`config.mk`:
```
export PLATFORM = sky130hd
export DESIGN_NAME = gates_selftest_flat
export DESIGN_NICKNAME = d
export VERILOG_FILES = /design/src/rtl/gates_selftest_if.sv /design/src/rtl/gates_selftest.sv /design/src/flat_wrapper.sv
export SDC_FILE = /design/constraint.sdc
export NUM_CORES = 1
export LEC_CHECK = 0
export BUFFER_PORTS_ARGS = -buffer_cell sky130_fd_sc_hd__buf_4
export CAP_MARGIN = 20
export CORE_ASPECT_RATIO = 0.9
export CORE_MARGIN = 2
export CORE_UTILIZATION = 25
export DETAILED_ROUTE_END_ITERATION = 16
export GPL_TIMING_DRIVEN = 0
export HOLD_SLACK_MARGIN = 0.02
export REMOVE_ABC_BUFFERS = 1
export SYNTH_ARGS = -nofsm -noshare
export SYNTH_HDL_FRONTEND = slang
export SYNTH_SLANG_ARGS = --single-unit
```
`constraint.sdc`:
```
create_clock -name clk -period 2 [get_ports clk]
set_input_delay 0.4 -clock clk [delete_from_list [all_inputs] [get_ports clk]]
set_output_delay 0.4 -clock clk [all_outputs]
set_load 0.1 [all_outputs]
```
`src/rtl/gates_selftest_if.sv`:
```
// Signal bundle between the gate-stage self-test sequencer and its environment:
// run control/status plus the stimulus and results of the gate block under test.
interface gates_selftest_if #(
    parameter int ERR_W = 4
);
    logic             start;
    logic             a, b, c;
    logic             and_out, or_out, not_out, nand_out, nor_out, xor_out, xnor_out;
    logic             busy;
    logic             done;
    logic             pass;
    logic [ERR_W-1:0] err_count;
    logic [2:0]       first_fail_vec;
    logic [6:0]       first_fail_mask;

    modport master (
        output start, and_out, or_out, not_out, nand_out, nor_out, xor_out, xnor_out,
        input  a, b, c, busy, done, pass, err_count, first_fail_vec, first_fail_mask
    );

    modport slave (
        input  start, and_out, or_out, not_out, nand_out, nor_out, xor_out, xnor_out,
        output a, b, c, busy, done, pass, err_count, first_fail_vec, first_fail_mask
    );
endinterface

```
`src/rtl/gates_selftest.sv`:
```
// Bring-up checker for the logic-gate stage: walks the 8 {a,b,c} vectors, waits
// SETTLE_CYCLES per vector, compares all seven gate outputs and reports the result.
module gates_selftest #(
    parameter int SETTLE_CYCLES = 2,
    parameter int ERR_W         = 4
) (
    input  logic             clk,
    input  logic             rst_n,
    gates_selftest_if.slave  bus
);
    localparam int              SW          = (SETTLE_CYCLES > 1) ? $clog2(SETTLE_CYCLES) : 1;
    localparam logic [SW-1:0]   SETTLE_LOAD = SW'(SETTLE_CYCLES - 1);
    localparam logic [ERR_W-1:0] ERR_MAX    = '1;

    typedef enum logic [1:0] {IDLE, SETTLE, CHECK, DONE} state_t;

    state_t           state, state_d;
    logic             armed;
    logic [2:0]       vec;
    logic [SW-1:0]    settle_cnt;
    logic [ERR_W-1:0] err_count;
    logic [2:0]       ff_vec;
    logic [6:0]       ff_mask;
    logic             done, pass;
    logic             launch, check;
    logic [6:0]       expected, actual, mask;

    // Bit order {and, or, not, nand, nor, xor, xnor}; c (vec[0]) is deliberately unused.
    always_comb begin
        expected = {vec[2] & vec[1], vec[2] | vec[1], ~vec[2], ~(vec[2] & vec[1]),
                    ~(vec[2] | vec[1]), vec[2] ^ vec[1], ~(vec[2] ^ vec[1])};
        actual   = {bus.and_out, bus.or_out, bus.not_out, bus.nand_out,
                    bus.nor_out, bus.xor_out, bus.xnor_out};
        mask     = actual ^ expected;
    end

    // armed blocks a start that coincides with the first edge after reset release.
    always_comb begin
        state_d = state;
        launch  = 1'b0;
        check   = 1'b0;
        case (state)
            IDLE, DONE: if (bus.start && armed) begin
                launch  = 1'b1;
                state_d = SETTLE;
            end
            SETTLE: if (settle_cnt == '0) state_d = CHECK;
            CHECK: begin
                check   = 1'b1;
                state_d = (vec == 3'd7) ? DONE : SETTLE;
            end
            default: state_d = IDLE;
        endcase
    end

    always_ff @(posedge clk or negedge rst_n) begin
        if (!rst_n) begin
            state <= IDLE;
            armed <= 1'b0;
        end else begin
            state <= state_d;
            armed <= 1'b1;
        end
    end

    always_ff @(posedge clk or negedge rst_n) begin
        if (!rst_n) begin
            vec        <= '0;
            settle_cnt <= '0;
            err_count  <= '0;
            ff_vec     <= '0;
            ff_mask    <= '0;
            done       <= 1'b0;
            pass       <= 1'b0;
        end else if (launch) begin
            vec        <= '0;
            settle_cnt <= SETTLE_LOAD;
            err_count  <= '0;
            ff_vec     <= '0;
            ff_mask    <= '0;
            done       <= 1'b0;
            pass       <= 1'b0;
        end else if (state == SETTLE && settle_cnt != '0) begin
            settle_cnt <= settle_cnt - 1'b1;
        end else if (check) begin
            if (mask != '0) begin
                if (err_count != ERR_MAX) err_count <= err_count + 1'b1;
                // err_count is still zero only before the first failing vector.
                if (err_count == '0) begin
                    ff_vec  <= vec;
                    ff_mask <= mask;
                end
            end
            if (vec == 3'd7) begin
                done <= 1'b1;
                pass <= (err_count == '0) && (mask == '0);
            end else begin
                vec        <= vec + 3'd1;
                settle_cnt <= SETTLE_LOAD;
            end
        end
    end

    assign bus.a               = vec[2];
    assign bus.b               = vec[1];
    assign bus.c               = vec[0];
    assign bus.busy            = (state == SETTLE) || (state == CHECK);
    assign bus.done            = done;
    assign bus.pass            = pass;
    assign bus.err_count       = err_count;
    assign bus.first_fail_vec  = ff_vec;
    assign bus.first_fail_mask = ff_mask;
endmodule

```
`src/flat_wrapper.sv`:
```
// flat-port wrapper written by rule: the top's interface ports become plain ports
module gates_selftest_flat 
#(
    parameter int SETTLE_CYCLES = 2,
    parameter int ERR_W         = 4
)
  (clk, rst_n, bus_start, bus_and_out, bus_or_out, bus_not_out, bus_nand_out, bus_nor_out, bus_xor_out, bus_xnor_out, bus_a, bus_b, bus_c, bus_busy, bus_done, bus_pass, bus_err_count, bus_first_fail_vec, bus_first_fail_mask);
  gates_selftest_if #(.ERR_W(ERR_W)) bus_i ();
  input  logic clk;
  input  logic rst_n;
  input wire logic [$bits(bus_i.start)-1:0] bus_start;
  input wire logic [$bits(bus_i.and_out)-1:0] bus_and_out;
  input wire logic [$bits(bus_i.or_out)-1:0] bus_or_out;
  input wire logic [$bits(bus_i.not_out)-1:0] bus_not_out;
  input wire logic [$bits(bus_i.nand_out)-1:0] bus_nand_out;
  input wire logic [$bits(bus_i.nor_out)-1:0] bus_nor_out;
  input wire logic [$bits(bus_i.xor_out)-1:0] bus_xor_out;
  input wire logic [$bits(bus_i.xnor_out)-1:0] bus_xnor_out;
  output wire logic [$bits(bus_i.a)-1:0] bus_a;
  output wire logic [$bits(bus_i.b)-1:0] bus_b;
  output wire logic [$bits(bus_i.c)-1:0] bus_c;
  output wire logic [$bits(bus_i.busy)-1:0] bus_busy;
  output wire logic [$bits(bus_i.done)-1:0] bus_done;
  output wire logic [$bits(bus_i.pass)-1:0] bus_pass;
  output wire logic [$bits(bus_i.err_count)-1:0] bus_err_count;
  output wire logic [$bits(bus_i.first_fail_vec)-1:0] bus_first_fail_vec;
  output wire logic [$bits(bus_i.first_fail_mask)-1:0] bus_first_fail_mask;
  assign bus_i.start = bus_start;
  assign bus_i.and_out = bus_and_out;
  assign bus_i.or_out = bus_or_out;
  assign bus_i.not_out = bus_not_out;
  assign bus_i.nand_out = bus_nand_out;
  assign bus_i.nor_out = bus_nor_out;
  assign bus_i.xor_out = bus_xor_out;
  assign bus_i.xnor_out = bus_xnor_out;
  assign bus_a = bus_i.a;
  assign bus_b = bus_i.b;
  assign bus_c = bus_i.c;
  assign bus_busy = bus_i.busy;
  assign bus_done = bus_i.done;
  assign bus_pass = bus_i.pass;
  assign bus_err_count = bus_i.err_count;
  assign bus_first_fail_vec = bus_i.first_fail_vec;
  assign bus_first_fail_mask = bus_i.first_fail_mask;
  gates_selftest #(.SETTLE_CYCLES(SETTLE_CYCLES), .ERR_W(ERR_W)) u_core (.clk(clk), .rst_n(rst_n), .bus(bus_i));
endmodule
```
# After elaboration in Yosys (flattened, before gate mapping)
# Cells that the tools add are included.
# op_classes
add_sub_neg,3
muxes,38
n_reduce_logical,21
bitwise_logic,8
n_eq_ne,10
# op_table
op,n
$mux W7,5
$mux W3,9
$mux W4,5
$mux W1,15
$reduce_bool A2 Y1,5
$reduce_and A4 Y1,2
$logic_not A7 Y1,1
$reduce_bool A7 Y1,1
$xor A7 B7 Y7,1
$mux W2,3
$ne A2 B1 Y1 const B,3
$pmux W2 S3,1
$reduce_and A3 Y1,2
$add A4 B1 Y4 const B,1
$eq A2 B2 Y1 const B,2
$logic_not A4 Y1,1
$ne A4 B4 Y1 const B,1
$not A1 Y1,4
$reduce_and A2 Y1,2
$add A3 B1 Y3 const B,1
$eq A3 B3 Y1 const B,1
$logic_and A1 B1 Y1,3
$ne A3 B2 Y1 const B,1
$reduce_bool A3 Y1,1
other kinds (9),9
# word_totals
in_bits,10
elab_cells,89
reg_bits,23
output_inout_bits,20

# Logic depth before layout (Yosys ltp)
# Gate-level depths: netlist of the first run.
# logic_depth
depth_word,9
mapped_depth,8
ltp_nobuf,7

# Least setup slack after synthesis of the first run
# Ideal clock, no wire load.
# synth_path
kind,reg2reg
startpoint,reg u_core.vec[2]
endpoint,"reg u_core.err_count[0], in the netlist u_core.bus.err_count[0]"
required_ps,1875
path_slack_ps,-797
setup_time_ps,125
path_stages_with_launch,8
arrival_ps,2672
path_cell_list,dfrtp_1 > inv_1 > ha_1 > or3b_4 > a22oi_4 > nand3_4 > and3_1 > mux2_2
# synth_via
elab_chain_len,6
# synth_rtl
element,line_no,text
"start, declared",gates_selftest.sv:19,logic [2:0] vec;
"start signal, assigned",gates_selftest.sv:98,vec <= vec + 3'd1;
$xor A1 B1 Y1 (tied with other cells),gates_selftest.sv:31,"~(vec[2] | vec[1]), vec[2] ^ vec[1], ~(vec[2] ^ vec[1])};"
$not A1 Y1 (on tied branches),"gates_selftest.sv:31, gates_selftest.sv:30",
$xor A7 B7 Y7 (*),gates_selftest.sv:34,mask = actual ^ expected;
$reduce_bool A7 Y1 (*),gates_selftest.sv:86,if (mask != '0) begin
$reduce_bool A2 Y1 (no source line) (*),n/a,
$reduce_and A4 Y1 (no source line) (*),n/a,
"end signal, assigned",gates_selftest.sv:87,if (err_count != ERR_MAX) err_count <= err_count + 1'b1;
"end, declared",gates_selftest.sv:21,logic [ERR_W-1:0] err_count;
# Mark *: on every way between the ends. The rest lies on a longest branch, timed or not.
# A chain may end at the register's enable or synchronous reset.

# Worst setup path after layout of the first run
# Same ends and word-level chain as after synthesis.

==> results of run 1 <==
placed cells by master, fill, tap and decap left out, types with 2 or more instances in the layout:
cell type,instances
buf_4,38
dfrtp_1,21
nand2_1,16
nor2_1,8
inv_1,7
nand3_1,7
o21ai_0,7
xnor2_1,7
o21ai_1,6
ha_1,6
a21oi_1,5
nand3b_1,3
a211oi_2,3
clkbuf_8,3
inv_2,2
or3b_4,2
and3_1,2
a31oi_1,2
mux2i_1,2
ha_4,2
buf_12,2
buf_6,2
dfrtp_2,2
state kept, by name (all words and copies together) (netlist names):
name and count:
u_core.bus.first_fail_mask 7, u_core.armed 1, u_core.state 2, u_core.settle_cnt 1, u_core.bus.done 1, u_core.bus.err_count 4, u_core.bus.first_fail_vec 3, u_core.bus.pass 1
u_core.vec 3
how the worst max path moves through the flow:
stage / start / to / slack (ns)
6_report: u_core.vec[2] / u_core.bus.err_count[0] / -0.05
5_1_grt: u_core.vec[2] / u_core.bus.err_count[0] / -0.11
4_1_cts: u_core.vec[2] / u_core.bus.err_count[0] / -0.03
3_5_place_dp: u_core.vec[2] / u_core.bus.first_fail_mask[4] / -0.38
3_3_place_gp: u_core.vec[2] / u_core.bus.first_fail_mask[4] / -0.38
2_1_floorplan: u_core.vec[2] / u_core.bus.err_count[0] / -0.80
stage by stage:
step	util (%)	setup TNS [ns]	setup WS, ns
global route	36.8	-0.531	-0.114
CTS	36.1	-0.0393	-0.0315
detailed placement	32.2	-4.04	-0.380
floorplan	-	-10.09	-0.804
finish	36.8	-0.0756	-0.0541
global placement	32.2	-3.92	-0.379
worst max-delay path, cell delays in order, from the launching register on:
cell and delay, ns:
dfrtp_2 0.44, inv_2 0.09, ha_4 0.20, or3b_4 0.38
a22oi_4 0.25, nand3_4 0.12, and3_4 0.20, mux2_2 0.25
cell type report:
cell class,instances,area [sq um],share of cell area (%)
multi-input combinational,96,724,39.8
sequential,23,578,31.7
timing repair buffer,43,358,19.6
tap,65,81.3,4.46
clock buffer,3,41.3,2.27
inverter,9,33.8,1.85
clock inverter,1,5.00,0.275
timing repair:
item,CTS,global route
endpoints found under the setup margin,15,9
hold buffers,0,1
resized for setup,10,2
pin swaps,7,2
setup buffers,11,2
hold endpoints to repair,0,3
logic make-up after synthesis:
logic type	Yosys count	synth area share [%]
compound gates	31	17.6
xor+xnor	8	5.93
fa+ha+maj	8	7.65
buf+inv	12	3.54
flops	23	44.0
mux	3	2.39
other cells	1	0.287
simple gates	45	18.6
layer usage:
metal	global-route usage, %	up-vias
met1	15.2	505
met2	17.2	32
met4	2.26	0
li1	-	546
met5	0	-
met3	3.47	7
==> out/metrics.csv, run 1 <==
stage,metric,value,unit
final_layout,fillers,509,
min_path,hold_end,u_core.bus.first_fail_mask[3],
worst_setup_path,timing.rr.start,u_core.vec[2],
yosys,syn_area,1310,sq um
yosys,synth_top_area_cell,dfrtp_1,
clock_tree,cts.sinks,23,
yosys,syn_inst,131,
worst_setup_path,crit_path_end_kind,register,
yosys,yosys_warnings,0,
worst_setup_path,r2r_slack,-0.05,ns
worst_setup_path,rr_endpoint,u_core.bus.err_count[0],
status,failed_checks,setup timing,
clock_tree,cts_tree,done,
detailed_routing,via_per_inst,4.54,
flow_run,maxCapViolCount,0,
grt,antenna_found_initial,0,
clock_tree,clockBufferDepth,2,
detailed_routing,drcViolationCount,0,
detailed_routing,dr.first_iter.drc_count,37,
detailed_routing,top_layer,met4,
yosys,synth_cell_types,34,
grt,grt_start_max_net_pins,24,
placed_design,gp_congestion,0.696,
floorplan,dieWidth,80.3,um
yosys,synth_area_leaders,"dfrtp_1, ha_1, xnor2_1",
final_layout,fin_nets,194,
status,status,finished with violations,
worst_setup_path,cp-start-kind,register,
placed_design,placedCellCount,222,
min_path,whs_path_depth,4,
detailed_routing,wl_met2,1280,um
final_layout,antennaDiodeCount,0,
placed_design,dpl_cell_area,1600,sq um
grt,grt_use_total,11.0,%
sta,finalSetupViolations,6,
worst_setup_path,cp.arrival,2.21,ns
floorplan,core,4950,sq um
sta,tightest_slew,0.523,ns
clock_tree,htreeDepth,1,
sta,whs,0.435,ns
yosys,synth_top_area_share,44.0,%
detailed_routing,firstDrtPassIters,4,
clock_tree,clock_latency,0.27,ns
yosys,yosys_register_bits,23,
sta,report.final.slew_viol_count,0,
yosys,avgSynthCellArea,9.99,sq um
yosys,synth_sequential_area_ratio,44.0,%
clock_tree,cts_root_buffer,clkbuf_8,
placed_design,hpwl,2000,um
sta,rsz0062_at_grt,true,
sta,skew,0.00518,ns
sta,hold_violations,0,
floorplan,boundaryPins,30,
worst_setup_path,path_max_fanout,5,
clock_tree,path_clk_slew,0.09,ns
floorplan,die_area,5830,sq um
sta,finalWorstSetupSlack,-0.0541,ns
grt,grt_pass1_wl,5030,um
sta,slew-limit-headroom,65.1,%
floorplan,die_h,72.6,um
sta,finalCritPeriodShare,103,%
final_layout,final_layout_size_suffix_gt1_share,37.7,%
worst_setup_path,crit_required,2.16,ns
placed_design,io_buffers,29,
floorplan,initial_core_util,26.4,%
clock_tree,cts_made_buffers,3,
yosys,synth_top_flop_cell,dfrtp_1,
sta,post-route-min-period,2.05,ns
detailed_routing,post_drt_wl_per_cell,12.2,um
final_layout,final_cells,240,
min_path,min-delay-start,bus_nand_out,
grt,grt_overflow_total,0,
worst_setup_path,reg2reg_depth,7,
sta,fmax,487,MHz
min_path,min_path_type,in -> reg,
final_layout,finalInstanceArea,1820,sq um
detailed_routing,wirelength,2930,um
detailed_routing,drtAntennaViolNets,0,
detailed_routing,wl_met1,1440,um
final_layout,area_growth,39.2,%
yosys,synth_edf_count,0,
yosys,synthArstFlopShare,100,%
yosys,synthTopCellsByCount,"dfrtp_1, nand2_1, inv_1",
floorplan,placementRows,24,
detailed_routing,wl_met3,160,um
detailed_routing,vias,1090,
grt,grt_pass1_vias,1044,
yosys,synth.most_common_cell,dfrtp_1,
worst_setup_path,crit_type,reg -> reg,
Power of run 1 is not shown: default switching activity piles up to over one toggle a cycle in this logic, so the estimate is an artifact.
==> run 2, diff against run 1 <==
--- a/config.mk
+++ b/config.mk
@@ -17,3 +17,4 @@
 export SYNTH_ARGS = -nofsm -noshare
 export SYNTH_HDL_FRONTEND = slang
 export SYNTH_SLANG_ARGS = --single-unit
+export TNS_END_PERCENT = 10
==> constraint.sdc (replaced) <==
create_clock -name clk -period 2.2 [get_ports clk]
set_input_delay 0.44 -clock clk [delete_from_list [all_inputs] [get_ports clk]]
set_output_delay 0.44 -clock clk [all_outputs]
set_load 0.1 [all_outputs]
==> run 2 against run 1 <==
The run now ends clean; flip-flop and latch count unchanged; first-iteration DRC count decreased by 19%; sequential share of layout area increased by 1.6 points; non-clock buffer count decreased by 8; setup slack improved by 0.14 ns; final area decreased by 4.7%; via count decreased by 2.8%; clock-buffer cell count unchanged; clock skew decreased by 0.0029 ns; global-route usage decreased by 0.57 points; wire length decreased by 4.3%; largest cell class unchanged.
==> out/metrics.csv, run 2 (synthesis gave the netlist of run 1 again) <==
stage,metric,value,unit,change
status,status,finished clean,,was finished with violations
floorplan,initial_core_util,26.4,%,unchanged
worst_setup_path,crit_type,reg -> reg,,unchanged
detailed_routing,vias,1059,,was 1090
worst_setup_path,critPathMaxStageDelay,0.43,ns,was 0.44 ns
floorplan,boundaryPins,30,,unchanged
clock_tree,cts_root_buffer,clkbuf_8,,unchanged
detailed_routing,wirelength,2800,um,was 2930 um
sta,report.final.slew_viol_count,0,,unchanged
floorplan,placementRows,24,,unchanged
clock_tree,path_clk_slew,0.09,ns,about the same
clock_tree,clockBufferDepth,2,,unchanged
clock_tree,cts_tree,done,,unchanged
grt,grt_pass1_wl,4790,um,was 5030 um
sta,finalCritPeriodShare,95.9,%,was 103%
floorplan,core,4950,sq um,unchanged
sta,hold_violations,0,,unchanged
detailed_routing,post_drt_wl_per_cell,12.1,um,was 12.2 um
placed_design,io_buffers,29,,unchanged
worst_setup_path,path_max_fanout,6,,was 5
sta,skew,0.00223,ns,was 0.00518 ns
final_layout,largest_register_ff_count,7,,unchanged
sta,tightest_slew,0.537,ns,was 0.523 ns
sta,finalWorstSetupSlack,0.0891,ns,was -0.0541 ns
worst_setup_path,cp.arrival,2.27,ns,was 2.21 ns
worst_setup_path,slowest_stage,dfrtp_2,,unchanged
floorplan,die_area,5830,sq um,unchanged
clock_tree,cts_made_buffers,3,,unchanged
final_layout,final-seq-area,578,sq um,unchanged
placed_design,preCtsSetupSlack,-0.180,ns,was -0.380 ns
worst_setup_path,timing.rr.start,u_core.vec[1],,was u_core.vec[2]
final_layout,area_growth,32.7,%,was 39.2%
grt,grt_overflow_total,0,,unchanged
clock_tree,cts.sinks,23,,unchanged
detailed_routing,drtAntennaViolNets,0,,unchanged
final_layout,layout_common_cells,"buf_4, dfrtp_1, nand2_1",,unchanged
detailed_routing,dr.first_iter.drc_count,30,,was 37
floorplan,die_h,72.6,um,unchanged
min_path,min_path_type,in -> async,,was in -> reg
grt,grt_pass1_vias,996,,was 1044
flow_run,maxCapViolCount,0,,unchanged
grt,grt_use_total,10.5,%,was 11.0%
sta,finalSetupViolations,0,,was 6
sta,post-route-min-period,2.11,ns,was 2.05 ns
worst_setup_path,path_cells,"inv_1, ha_4, or3b_4, a22oi_4, nand3_4, and3_4, mux2_2",,"was inv_2, ha_4, or3b_4, a22oi_4, nand3_4, and3_4, mux2_2"
grt,antenna_found_initial,0,,unchanged
detailed_routing,via_per_inst,4.56,,was 4.54
grt,grt_start_max_net_pins,24,,unchanged
final_layout,multi_input_comb_area,709,sq um,was 724 sq um
detailed_routing,firstDrtPassIters,4,,unchanged
placed_design,hpwl,2000,um,unchanged
detailed_routing,drcViolationCount,0,,unchanged
final_layout,fin_nets,186,,was 194
placed_design,gp_congestion,0.696,,unchanged
final_layout,fillers,523,,was 509
clock_tree,htreeDepth,1,,unchanged
floorplan,dieWidth,80.3,um,unchanged
sta,slew-limit-headroom,64.2,%,was 65.1%
sta,fmax,474,MHz,was 487 MHz
final_layout,final_layout_size_suffix_gt1_share,33.5,%,was 37.7%
worst_setup_path,crit_required,2.36,ns,was 2.16 ns
final_layout,layout_commonest_cell,buf_4,,unchanged
sta,whs,0.0552,ns,was 0.435 ns
final_layout,fin_util,35.1,%,was 36.8%
worst_setup_path,cp-start-kind,register,,unchanged
clock_tree,cts_hold_buffers,0,,unchanged
clock_tree,clock_latency,0.27,ns,about the same
worst_setup_path,crit_path_end_kind,register,,unchanged
final_layout,antennaDiodeCount,0,,unchanged
worst_setup_path,startpoint,u_core.vec[1],,was u_core.vec[2]
sta,rsz0062_at_grt,false,,was true
sta,tns,0,ns,was -0.0756 ns
## run 2: stage by stage
stage          area (sq um)  instances
2_1_floorplan          1300        128
3_3_place_gp           1600        222
3_5_place_dp           1600        222
4_1_cts                1710        232
5_1_grt                1740        232
6_report               1740        232
## run 2: what timing repair did
item | CTS | global route
pin swaps | 2 | 1
resized for setup | 2 | 4
gates cloned | 0 | 0
setup endpoints to repair | 13 | 3
hold endpoints to repair | 0 | 0
setup buffers | 6 | 0
## run 2: path summary, 6_finish.rpt
path | to | slack (ns) | depth (start not counted)
worst max-delay path | u_core.bus.err_count[0] | 0.09 | 7
max in group asynchronous | u_core.vec[1] | 1.90 | 1
worst max register to register | u_core.bus.err_count[0] | 0.09 | 7
worst min register to register | u_core.bus.pass | 0.49 | 2
worst min-delay path | u_core.bus.err_count[1] | 0.06 | 1
min in group clk | u_core.bus.first_fail_mask[0] | 0.48 | 4
## run 2: metal layers
layer / vias to the layer above / global-route usage (%) / wire, um
li1: 527 / - / -
met1: 495 / 14.7 / 1400
met2: 32 / 16.2 / 1220
met3: 5 / 3.34 / 160
met4: 0 / 1.69 / 20
met5: - / 0 / 0
## run 2: worst max-delay path: cells and delay by family (launching register included)
kind | cells | cell delay (ns)
simple gates | 3 | 0.75
flops | 1 | 0.43
compound gates | 1 | 0.25
mux | 1 | 0.25
fa+ha+maj | 1 | 0.23
buf+inv | 1 | 0.10
## run 2: final cells by class
type,count,share of cell area (%)
clock buffer,3,2.38
inverter,9,1.95
timing repair buffer,35,16.6
tap,65,4.68
sequential,23,33.3
clock inverter,1,0.288
multi-input combinational,96,40.9
Power of run 2 is left out for the same reason.
==> run 3, diff against run 2 <==
--- a/config.mk
+++ b/config.mk
@@ -5,6 +5,7 @@
 export SDC_FILE = /design/constraint.sdc
 export NUM_CORES = 1
 export LEC_CHECK = 0
+export ABC_AREA = 1
 export BUFFER_PORTS_ARGS = -buffer_cell sky130_fd_sc_hd__buf_4
 export CAP_MARGIN = 20
 export CORE_ASPECT_RATIO = 0.9
==> run 3 against run 2 <==
Final area down 2.3%; critical path depth up 2; non-clock buffer count down 6; synthesized cell count up 40%; synthesized area up 5.6%; flip-flop and latch count unchanged; die area up 5.3%.
==> out/metrics.csv, run 3 <==
stage,metric,value,unit,change
worst_setup_path,cp_top_family,simple AND/OR/NAND/NOR gates,,unchanged
detailed_routing,post_drt_wl_per_cell,10.0,um,was 12.1 um
final_layout,layout_common_cells,"nand2_1, buf_4, inv_1",,"was buf_4, dfrtp_1, nand2_1"
yosys,synth_sequential_area_ratio,41.6,%,was 44.0%
sta,tns,0,ns,unchanged
yosys,synth_top_area_share,41.6,%,was 44.0%
clock_tree,path_clk_slew,0.08,ns,was 0.09 ns
final_layout,area_growth,22.7,%,was 32.7%
worst_setup_path,cp-start-kind,register,,unchanged
final_layout,antennaDiodeCount,0,,unchanged
worst_setup_path,crit_required,2.36,ns,about the same
placed_design,hpwl,2160,um,was 2000 um
yosys,synth_cell_types,22,,was 34
yosys,syn_area,1380,sq um,was 1310 sq um
worst_setup_path,path_max_fanout,17,,was 6
floorplan,initial_core_util,26.2,%,was 26.4%
yosys,yosys_register_bits,23,,unchanged
worst_setup_path,crit_type,reg -> reg,,unchanged
clock_tree,cts.sinks,23,,unchanged
grt,grt_pass1_wl,4760,um,was 4790 um
detailed_routing,drcViolationCount,0,,unchanged
floorplan,die_area,6140,sq um,was 5830 sq um
placed_design,io_buffers,29,,unchanged
sta,skew,0.00221,ns,was 0.00223 ns
sta,tightest_slew,0.577,ns,was 0.537 ns
grt,grt_pass1_vias,1096,,was 996
yosys,synth.most_common_cell,nand2_1,,was dfrtp_1
yosys,synthTopCellsByCount,"nand2_1, inv_1, dfrtp_1",,"was dfrtp_1, nand2_1, inv_1"
grt,antenna_found_initial,0,,unchanged
detailed_routing,dr.first_iter.drc_count,40,,was 30
sta,rsz0062_at_grt,false,,unchanged
status,status,finished clean,,unchanged
grt,grt_use_total,10.1,%,was 10.5%
worst_setup_path,cp.arrival,2.01,ns,was 2.27 ns
clock_tree,clockBufferDepth,2,,unchanged
detailed_routing,vias,1177,,was 1059
floorplan,die_h,74.6,um,was 72.6 um
yosys,yosys_warnings,0,,unchanged
worst_setup_path,path_cells,"inv_1, ha_1, nand3_2, nand3_2, nor2_2, nand2_4, nand2_4, nand2_1, nand2_1",,"was inv_1, ha_4, or3b_4, a22oi_4, nand3_4, and3_4, mux2_2"
worst_setup_path,crit_path_end_kind,register,,unchanged
clock_tree,htreeDepth,1,,unchanged
yosys,synth_top_area_cell,dfrtp_1,,unchanged
clock_tree,clock_latency,0.26,ns,was 0.27 ns
sta,post-route-min-period,1.85,ns,was 2.11 ns
floorplan,dieWidth,82.4,um,was 80.3 um
detailed_routing,wirelength,2810,um,was 2800 um
sta,fmax,540,MHz,was 474 MHz
final_layout,largest_register_ff_count,7,,unchanged
final_layout,final_layout_size_suffix_gt1_share,22.1,%,was 33.5%
flow_run,maxCapViolCount,0,,unchanged
clock_tree,cts_root_buffer,clkbuf_8,,unchanged
yosys,synth_top_flop_cell,dfrtp_1,,unchanged
grt,grt_overflow_total,0,,unchanged
clock_tree,cts_resized,0,,was 2
grt,grt_start_max_net_pins,24,,unchanged
sta,hold_violations,0,,unchanged
sta,finalSetupViolations,0,,unchanged
floorplan,boundaryPins,30,,unchanged
floorplan,placementRows,25,,was 24
clock_tree,cts_made_buffers,3,,unchanged
min_path,min_path_type,in -> async,,unchanged
clock_tree,cts_setup_buffers,0,,was 6
floorplan,core,5290,sq um,was 4950 sq um
yosys,synth_area_leaders,"dfrtp_1, nand2_1, ha_1",,"was dfrtp_1, ha_1, xnor2_1"
worst_setup_path,critPathMaxStageDelay,0.37,ns,was 0.43 ns
sta,finalCritPeriodShare,84.1,%,was 95.9%
sta,slew-limit-headroom,61.5,%,was 64.2%
clock_tree,cts_hold_buffers,0,,unchanged
final_layout,layout_commonest_cell,nand2_1,,was buf_4
yosys,synth_edf_count,0,,unchanged
sta,report.final.slew_viol_count,0,,unchanged
worst_setup_path,slowest_stage,dfrtp_1,,was dfrtp_2
detailed_routing,via_per_inst,4.20,,was 4.56
final_layout,fin_nets,232,,was 186
worst_setup_path,path_buf_inv,1,,unchanged
yosys,syn_inst,184,,was 131
clock_tree,cts_tree,done,,unchanged
yosys,avgSynthCellArea,7.51,sq um,was 9.99 sq um
placed_design,gp_congestion,0.723,,was 0.696
detailed_routing,firstDrtPassIters,4,,unchanged
detailed_routing,drtAntennaViolNets,0,,unchanged
yosys,synthArstFlopShare,100,%,unchanged
-- run 3: cell count changes after synthesis, sizes merged, moves of 3 or more --
cell / previous run / this run
nand3b: 3 / 0
xnor2: 8 / 1
inv: 9 / 28
o21ai: 13 / 7
a211oi: 4 / 0
a21oi: 6 / 3
nand3: 9 / 23
or3b: 3 / 0
nand2: 16 / 70
buf: 1 / 4
nor2: 8 / 12
-- run 3: layout make-up --
class                           instances  area, sq um
Clock buffer                            4         45.0
Fill cell                             602         3590
Inverter                               28          105
Multi-Input combinational cell        129          669
Sequential cell                        23          576
Tap cell                               67         83.8
Timing Repair Buffer                   29          218
-- run 3: worst reg2reg max path: stages (launching register included) --
cell and delay, ns:
dfrtp_1 0.37, inv_1 0.05, ha_1 0.34, nand3_2 0.29
nand3_2 0.16, nor2_2 0.07, nand2_4 0.18, nand2_4 0.13
nand2_1 0.11, nand2_1 0.05
-- run 3: cells by family (layout without fill, tap and decap cells) --
kind of cell    count (synthesis)  in the layout  synth area share, %
fa+ha+maj                       8              8                 7.24
other cells                     1              1                0.271
simple gates                  106            106                 34.3
xor+xnor                        2              2                 1.27
flops                          23             23                 41.6
compound gates                 12             12                 5.34
buf+inv                        32             61                 9.95
-- run 3: final timing paths --
path	startpoint	to	slack (ns)	depth (start not counted)
hold / removal	rst_n	u_core.bus.err_count[0]	0.06	1
setup reg to reg	u_core.state[0]	u_core.bus.first_fail_mask[1]	0.35	9
max in group asynchronous	rst_n	u_core.bus.first_fail_mask[4]	1.92	1
min in group clk	u_core.bus.first_fail_vec[2]	u_core.bus.first_fail_vec[2]	0.48	2
setup / recovery	u_core.state[0]	u_core.bus.first_fail_mask[1]	0.35	9
hold reg to reg	u_core.bus.first_fail_vec[2]	u_core.bus.first_fail_vec[2]	0.48	2
-- run 3: metal layers --
layer	up-vias	global-route usage, %	share of wire [%]
li1	622	-	-
met1	530	13.0	46
met2	20	16.1	46
met3	5	3.03	6.6
met4	0	3.89	1.4
met5	-	0	0
-- run 3: stage by stage --
| stage | hold slack, ns | std cells | cell area, sq um | setup slack, ns | util, % |
|---|---|---|---|---|---|
| 2_1_floorplan | 0.144 | 180 | 1350 | -0.0385 | - |
| 3_3_place_gp | 0.348 | 276 | 1650 | 0.363 | 31.2 |
| 6_report | 0.0571 | 280 | 1700 | 0.349 | 32.1 |
| 5_1_grt | 0.0690 | 280 | 1700 | 0.143 | 32.1 |
| 3_5_place_dp | 0.350 | 276 | 1650 | 0.351 | 31.2 |
| 4_1_cts | 0.0607 | 280 | 1700 | 0.332 | 32.1 |
Power of run 3 is left out for the same reason.
